--- config.mk ---
export PLATFORM = sky130hd
export DESIGN_NAME = m3_block_scheduler_flat
export DESIGN_NICKNAME = d
export VERILOG_FILES = /design/src/rtl/m3_block_scheduler_if.sv /design/src/rtl/m3_block_scheduler.sv /design/src/flat_wrapper.sv
export SDC_FILE = /design/constraint.sdc
export NUM_CORES = 1
export LEC_CHECK = 0
export ABC_CLOCK_PERIOD_IN_PS = 2200
export CELL_PAD_IN_SITES_DETAIL_PLACEMENT = 2
export CELL_PAD_IN_SITES_GLOBAL_PLACEMENT = 2
export CORE_AREA = 2 2 94 96
export DETAILED_ROUTE_END_ITERATION = 6
export DIE_AREA = 0 0 96 98
export GPL_TIMING_DRIVEN = 0
export HOLD_SLACK_MARGIN = 0.12
export PLACE_DENSITY = 0.85
export SETUP_SLACK_MARGIN = 0.3
export SKIP_LAST_GASP = 1
export SLEW_MARGIN = 15
export SYNTH_ARGS = -nofsm -noshare
export SYNTH_HDL_FRONTEND = slang
export SYNTH_SLANG_ARGS = --single-unit
--- constraint.sdc ---
create_clock -name CLOCK_50_I -period 2.2 [get_ports CLOCK_50_I]
set_clock_uncertainty 0.1 [all_clocks]
set_input_delay 0.44 -clock CLOCK_50_I [delete_from_list [all_inputs] [get_ports CLOCK_50_I]]
set_output_delay 0.44 -clock CLOCK_50_I [all_outputs]
set_load 0.02 [all_outputs]
--- src/rtl/m3_block_scheduler_if.sv ---
// Handshake bundle between the block scheduler, the lossless decoder and the IDCT stage.
// Signals:
//   start        frame start pulse (from the frame controller)
//   dec_ena      decode-next-block pulse (scheduler -> decoder)
//   dec_done     decoder level flag, held until the next dec_ena (decoder -> scheduler)
//   idct_start   IDCT-next-block pulse (scheduler -> IDCT)
//   idct_done    IDCT finished pulse (IDCT -> scheduler)
//   dec_buf_sel  coefficient buffer the decoder writes
//   idct_buf_sel coefficient buffer the IDCT reads
//   blk_col/blk_row/seg  position of the block handed to the IDCT
//   busy         frame in progress
//   frame_done   last IDCT of the frame finished
// The master modport is the scheduler's view; slave is the view of its surroundings.
interface m3_block_scheduler_if;
  logic       start;
  logic       dec_ena;
  logic       dec_done;
  logic       idct_start;
  logic       idct_done;
  logic       dec_buf_sel;
  logic       idct_buf_sel;
  logic [5:0] blk_col;
  logic [4:0] blk_row;
  logic [1:0] seg;
  logic       busy;
  logic       frame_done;

  modport master (
    input  start, dec_done, idct_done,
    output dec_ena, idct_start, dec_buf_sel, idct_buf_sel,
           blk_col, blk_row, seg, busy, frame_done
  );

  modport slave (
    output start, dec_done, idct_done,
    input  dec_ena, idct_start, dec_buf_sel, idct_buf_sel,
           blk_col, blk_row, seg, busy, frame_done
  );
endinterface

--- src/rtl/m3_block_scheduler.sv ---
// Frame-level scheduler between the lossless decoder and the IDCT stage.
// Walks every Y, U and V 8x8 block of a frame through a ping-pong coefficient
// RAM: the decoder fills block n into one buffer while the IDCT consumes
// block n-1 from the other. Also tells the IDCT which block it is processing.
// Ports:
//   CLOCK_50_I  50 MHz clock
//   resetn      asynchronous, active-low reset
//   bus         m3_block_scheduler_if.master (handshakes, buffer selects,
//               block position, busy, frame_done)
module m3_block_scheduler #(
  parameter int Y_COLS    = 40,
  parameter int UV_COLS   = 20,
  parameter int ROWS      = 30,
  parameter int DONE_MASK = 2
) (
  input  logic                   CLOCK_50_I,
  input  logic                   resetn,
  m3_block_scheduler_if.master   bus
);

  localparam int NBLK = ROWS * (Y_COLS + 2 * UV_COLS);
  localparam int DW   = $clog2(NBLK + 1);
  localparam int MW   = $clog2(DONE_MASK + 2);

  typedef enum logic [2:0] {S_IDLE, S_PRIME, S_RUN, S_DRAIN, S_DONE} state_t;

  state_t        state;
  logic          launch;
  logic [DW-1:0] d_cnt;
  logic [5:0]    col_cnt;
  logic [4:0]    row_cnt;
  logic [1:0]    seg_cnt;
  logic [MW-1:0] mask_cnt;
  logic          dec_flag;
  logic          idct_flag;

  logic          dec_hit;
  logic          idct_hit;
  logic          dec_cmp;
  logic          idct_cmp;
  logic [5:0]    last_col;

  // dec_done is a level that still shows the previous block while a new
  // decode starts, so it only counts once the request is out (launch low),
  // the dec_ena cycle itself is over and the mask window has run down.
  // idct_done only counts while an IDCT is actually outstanding.
  always_comb begin
    dec_hit  = 1'b0;
    idct_hit = 1'b0;
    if ((state == S_PRIME || state == S_RUN) && !launch && !bus.dec_ena &&
        !dec_flag && mask_cnt == '0 && bus.dec_done)
      dec_hit = 1'b1;
    if ((state == S_RUN || state == S_DRAIN) && !launch && !idct_flag && bus.idct_done)
      idct_hit = 1'b1;
    dec_cmp  = dec_flag | dec_hit;
    idct_cmp = idct_flag | idct_hit;
    last_col = (seg_cnt == 2'd0) ? 6'(Y_COLS - 1) : 6'(UV_COLS - 1);
  end

  // launch marks the first cycle of a phase: the request pulses are issued
  // from it so they appear one cycle after the state is entered.
  // idct_buf_sel is a register rather than ~dec_buf_sel so that both read 0
  // out of reset; from the first accepted start they are complementary.
  always_ff @(posedge CLOCK_50_I or negedge resetn) begin
    if (!resetn) begin
      state            <= S_IDLE;
      launch           <= 1'b0;
      d_cnt            <= '0;
      col_cnt          <= '0;
      row_cnt          <= '0;
      seg_cnt          <= '0;
      mask_cnt         <= '0;
      dec_flag         <= 1'b0;
      idct_flag        <= 1'b0;
      bus.dec_ena      <= 1'b0;
      bus.idct_start   <= 1'b0;
      bus.dec_buf_sel  <= 1'b0;
      bus.idct_buf_sel <= 1'b0;
      bus.blk_col      <= '0;
      bus.blk_row      <= '0;
      bus.seg          <= '0;
      bus.busy         <= 1'b0;
      bus.frame_done   <= 1'b0;
    end else begin
      bus.dec_ena    <= 1'b0;
      bus.idct_start <= 1'b0;
      bus.frame_done <= 1'b0;

      if (bus.dec_ena)
        mask_cnt <= MW'(DONE_MASK);
      else if (mask_cnt != '0)
        mask_cnt <= mask_cnt - 1'b1;

      case (state)
        S_IDLE: begin
          if (bus.start) begin
            state            <= S_PRIME;
            launch           <= 1'b1;
            bus.busy         <= 1'b1;
            bus.dec_buf_sel  <= 1'b0;
            bus.idct_buf_sel <= 1'b1;
            d_cnt            <= '0;
            col_cnt          <= '0;
            row_cnt          <= '0;
            seg_cnt          <= '0;
            dec_flag         <= 1'b0;
            idct_flag        <= 1'b0;
          end
        end

        S_PRIME: begin
          if (launch) begin
            launch      <= 1'b0;
            bus.dec_ena <= 1'b1;
          end else if (dec_hit) begin
            bus.dec_buf_sel  <= ~bus.dec_buf_sel;
            bus.idct_buf_sel <= ~bus.idct_buf_sel;
            d_cnt            <= DW'(1);
            launch           <= 1'b1;
            state            <= S_RUN;
          end
        end

        S_RUN: begin
          if (launch) begin
            launch         <= 1'b0;
            bus.dec_ena    <= 1'b1;
            bus.idct_start <= 1'b1;
            bus.blk_col    <= col_cnt;
            bus.blk_row    <= row_cnt;
            bus.seg        <= seg_cnt;
          end else if (dec_cmp && idct_cmp) begin
            bus.dec_buf_sel  <= ~bus.dec_buf_sel;
            bus.idct_buf_sel <= ~bus.idct_buf_sel;
            d_cnt            <= d_cnt + 1'b1;
            dec_flag         <= 1'b0;
            idct_flag        <= 1'b0;
            launch           <= 1'b1;
            // Step the IDCT block position: column, then row, then segment.
            if (col_cnt == last_col) begin
              col_cnt <= '0;
              if (row_cnt == 5'(ROWS - 1)) begin
                row_cnt <= '0;
                seg_cnt <= seg_cnt + 1'b1;
              end else begin
                row_cnt <= row_cnt + 1'b1;
              end
            end else begin
              col_cnt <= col_cnt + 1'b1;
            end
            state <= (int'(d_cnt) + 1 < NBLK) ? S_RUN : S_DRAIN;
          end else begin
            if (dec_hit)  dec_flag  <= 1'b1;
            if (idct_hit) idct_flag <= 1'b1;
          end
        end

        S_DRAIN: begin
          if (launch) begin
            launch         <= 1'b0;
            bus.idct_start <= 1'b1;
            bus.blk_col    <= col_cnt;
            bus.blk_row    <= row_cnt;
            bus.seg        <= seg_cnt;
          end else if (idct_hit) begin
            bus.frame_done <= 1'b1;
            state          <= S_DONE;
          end
        end

        S_DONE: begin
          bus.busy <= 1'b0;
          state    <= S_IDLE;
        end

        default: state <= S_IDLE;
      endcase
    end
  end

endmodule

--- src/flat_wrapper.sv ---
// flat-port wrapper written by rule: the top's interface ports become plain ports
module m3_block_scheduler_flat 
#(
  parameter int Y_COLS    = 40,
  parameter int UV_COLS   = 20,
  parameter int ROWS      = 30,
  parameter int DONE_MASK = 2
)
  (CLOCK_50_I, resetn, bus_start, bus_dec_done, bus_idct_done, bus_dec_ena, bus_idct_start, bus_dec_buf_sel, bus_idct_buf_sel, bus_blk_col, bus_blk_row, bus_seg, bus_busy, bus_frame_done);
  m3_block_scheduler_if bus_i ();
  input  logic CLOCK_50_I;
  input  logic resetn;
  input wire logic [$bits(bus_i.start)-1:0] bus_start;
  input wire logic [$bits(bus_i.dec_done)-1:0] bus_dec_done;
  input wire logic [$bits(bus_i.idct_done)-1:0] bus_idct_done;
  output wire logic [$bits(bus_i.dec_ena)-1:0] bus_dec_ena;
  output wire logic [$bits(bus_i.idct_start)-1:0] bus_idct_start;
  output wire logic [$bits(bus_i.dec_buf_sel)-1:0] bus_dec_buf_sel;
  output wire logic [$bits(bus_i.idct_buf_sel)-1:0] bus_idct_buf_sel;
  output wire logic [$bits(bus_i.blk_col)-1:0] bus_blk_col;
  output wire logic [$bits(bus_i.blk_row)-1:0] bus_blk_row;
  output wire logic [$bits(bus_i.seg)-1:0] bus_seg;
  output wire logic [$bits(bus_i.busy)-1:0] bus_busy;
  output wire logic [$bits(bus_i.frame_done)-1:0] bus_frame_done;
  assign bus_i.start = bus_start;
  assign bus_i.dec_done = bus_dec_done;
  assign bus_i.idct_done = bus_idct_done;
  assign bus_dec_ena = bus_i.dec_ena;
  assign bus_idct_start = bus_i.idct_start;
  assign bus_dec_buf_sel = bus_i.dec_buf_sel;
  assign bus_idct_buf_sel = bus_i.idct_buf_sel;
  assign bus_blk_col = bus_i.blk_col;
  assign bus_blk_row = bus_i.blk_row;
  assign bus_seg = bus_i.seg;
  assign bus_busy = bus_i.busy;
  assign bus_frame_done = bus_i.frame_done;
  m3_block_scheduler #(.Y_COLS(Y_COLS), .UV_COLS(UV_COLS), .ROWS(ROWS), .DONE_MASK(DONE_MASK)) u_core (.CLOCK_50_I(CLOCK_50_I), .resetn(resetn), .bus(bus_i));
endmodule
==> results by group <==
Run status
  • Outcome: complete, but fails checks
  • Failing checks: setup timing

Route
  • DRT Wirelength: 11400 µm
  • Drt pass-1 iters: 4
  • Remaining antenna violation count: 0
  • Detailed-route DRC error count: 0
  • DR iter-0 viols: between 150 and 200
  • Vias per inst: approximately 5.7
  • DR WL/cell: approximately 24 µm
  • Vias: about 2700

Setup path
  • CP Class: reg2reg
  • Slowest stage cell, crit path: or4b_4
  • Worst path max stage delay: approximately 0.50 ns
  • Worst path cell trace: inv_2 > ha_4 > or4b_4 > a21oi_4 > o211ai_2 > buf_6 > or4_4 > o211ai_1
  • CP Capture Type: flip-flop
  • Critical path arrival: 2.44 ns
  • Worst-path maximum fanout: 4
  • Critical Path RT: 2.34 ns
  • CP Launch Type: flip-flop

Clock network
  • # H-tree levels: 2
  • Root buf cell: clkbuf_8
  • Max Buffers Root-to-Sink: 2
  • CTS tree: yes
  • Clock sink total: 52
  • CTS buffer count: 5
  • Worst-Skew Late Latency: 0.32 ns
  • Clock transition at path regs: 0.10 ns

Cells and area
  • Most frequent cells in the layout: dfrtp_1, nor2_1, nand2_1, buf_4, buf_6
  • Diode count: 0
  • FILL cells: approximately 860
  • Finished Layout Cells: 466
  • Layout area overhead: 48.1%
  • Area occupied by multi-input gates: 1660 µm²
  • Proportion of layout cells with a drive suffix above 1: about 39%
  • Most common cell after layout, fill and taps aside: dfrtp_1
  • Register area: approximately 1300 µm²
  • Nets: 369

Placement
  • Post-Place Cells: 413
  • DP HPWL: about 5100 µm
  • Port buffer count: 23
  • Dpl ws: -0.533 ns
  • GPL Wtd Cong: roughly 0.77

Yosys
  • Cell count after synthesis: roughly 280
  • Post-synth EDFFs: 0
  • Fraction of registers with async set/reset: 100%
  • Ys Warns: 0
  • Yosys reg bits: 52
  • Netlist cell types: between 50 and 60
  • Primary FF master, synth: dfrtp_1
  • Sequential share of the synthesized area: roughly 48%
  • Synth top area share: between 40 and 50%
  • Syn_area_per_cell: roughly 9.7 µm²
  • Synthesized area: 2720 µm²
  • Top cell type by total area after synthesis: dfrtp_1
  • Top cells by area, synth: dfrtp_1, o21ai_0, nand2_1
  • Syn nets: just under 300

Floorplan
  • Die footprint: ~9400 µm²
  • Die Y: 98 µm
  • Die Width: 96 µm
  • Starting Density: around a third
  • Top-Level Pins: 24
  • Core area: between 8000 and 9000 µm²
  • Row count: 34

Global route
  • Largest net degree at the start of global routing: 53
  • Met1 capacity usage during global routing: 28.1%
  • First-pass GRT wire length: between 15000 and 20000 µm
  • Gr usage total: a little under a quarter
  • Total gr overflow: 0
  • Most Crowded Layer GR: met2
  • Grt met3 use: under 10%
  • Vias in the first global route: between 2000 and 3000
  • Initial antenna violation count: 0
  • GR Util met2: between 40% and 50%

Power and ir drop
  • Static leakage: 1.76 nW
  • Peak supply drop: approximately 0.5 mV
  • Power density over cell area: about 1200 nW/µm²
  • Pwr Total: around 0.0047 W

Timing
  • Max frequency: 0.434 GHz
  • Final Hold Vio Count: 0
  • RSZ-0062 raised after global routing: true
  • # setup viols final: 5
  • WHS: around 0.42 ns
  • Final WS setup: -0.102 ns
  • Max_slew headroom: between 50% and 60%
  • Period utilisation layout: 105%
  • Crit path time final: 2.30 ns
  • Worst slew pin tran: ~0.71 ns
  • Pins Over Slew Limit: 0

Flow run
  • Max_cap viols: 0

Worst hold path
  • Hold crit path type: reg2reg
[cell families (layout without fill, tap and decap cells)]
family	count (synthesis)	in the layout	synth area share [%]
XOR/XNOR	5	5	1.61
flip-flops	52	52	47.8
adder cells (fa/ha/maj)	6	6	2.76
buffers and inverters	22	98	3.72
AND/OR/NAND/NOR	112	112	21.3
AO/OA/AOI/OAI	73	73	17.9
multiplexers	12	12	4.92
[power by group]
group | switching, W | internal [W] | total, W
Clock | 0.000361 | 0.000217 | 0.000578
Sequential | 0.000243 | 0.00115 | 0.00139
Combinational | 0.00137 | 0.00133 | 0.00270
Total | 0.00197 | 0.00269 | 0.00467
[area by class of cell]
| type | count | area share (%) |
|---|---|---|
| Multi-Input combinational cell | 208 | 41.2 |
| Sequential cell | 52 | 32.4 |
| Timing Repair Buffer | 69 | 17.3 |
| Tap cell | 108 | 3.35 |
| Buffer | 12 | 2.76 |
| Clock buffer | 5 | 1.71 |
| Inverter | 10 | 0.931 |
| Clock inverter | 2 | 0.310 |
[cells in the mapped netlist (3+ instances only)]
library cell,n
nand2_1,31
nor3_1,5
nor2_1,28
inv_1,10
a31oi_1,4
xor2_1,3
and3_1,3
nand4_1,3
o21ai_0,31
mux2_2,10
or2b_1,3
nor2b_1,3
ha_1,6
nand3_1,9
o31ai_1,10
nor4b_1,3
a21oi_1,9
nand2b_1,5
clkbuf_1,9
dfrtp_1,52
[stage by stage]
stage	utilization, %	area (µm²)	setup TNS (ns)
4_1_cts	44.7	3780	-0.130
3_3_place_gp	36.6	3090	-65.54
5_1_grt	47.6	4030	-1.18
2_1_floorplan	-	2730	0
3_5_place_dp	36.5	3090	-12.42
6_report	47.6	4030	-0.308
[metal layers]
metal,up-vias,share of wire [%]
met2,77,54
met1,1385,39
li1,1169,-
met4,0,3.8
met5,-,0
met3,34,2.7
[worst paths after layout]
check	startpoint	end	slack, ns	depth (start not counted)
setup / recovery	u_core.seg_cnt[0]	u_core.row_cnt[4]	-0.10	8
hold / removal	u_core.bus.blk_row[1]	u_core.bus.blk_row[1]	0.42	2
setup reg to reg	u_core.seg_cnt[0]	u_core.row_cnt[4]	-0.10	8
hold reg to reg	u_core.bus.blk_row[1]	u_core.bus.blk_row[1]	0.42	2
max in group asynchronous	resetn	u_core.launch	0.88	2
min in group asynchronous	resetn	u_core.bus.idct_start	0.60	2
[registers in the layout, summed over array words and instances (netlist names)]
name,count
u_core.d_cnt,12
u_core.bus.frame_done,1
u_core.bus.dec_buf_sel,1
u_core.row_cnt,5
u_core.bus.idct_buf_sel,1
u_core.col_cnt,6
u_core.bus.busy,1
u_core.seg_cnt,2
u_core.mask_cnt,2
u_core.dec_flag,1
u_core.launch,1
u_core.bus.idct_start,1
u_core.bus.dec_ena,1
u_core.idct_flag,1
u_core.state,3
u_core.bus.blk_row,5
u_core.bus.seg,2
u_core.bus.blk_col,6
[what timing repair did]
action,in CTS,in global routing
endpoints found under the setup margin,45,39
cloned,2,0
hold endpoints to repair,52,0
hold buffers,1,0
setup buffers,32,11
pin swaps,26,13
gates resized for setup,105,45
[worst max-delay path, delay by kind of cell, from the launching register on]
kind	cells	cell delay, ns
simple gates	2	0.92
compound gates	3	0.42
flops	1	0.40
buf+inv	2	0.22
fa+ha+maj	1	0.17
Power figures use the tool's default switching activity.
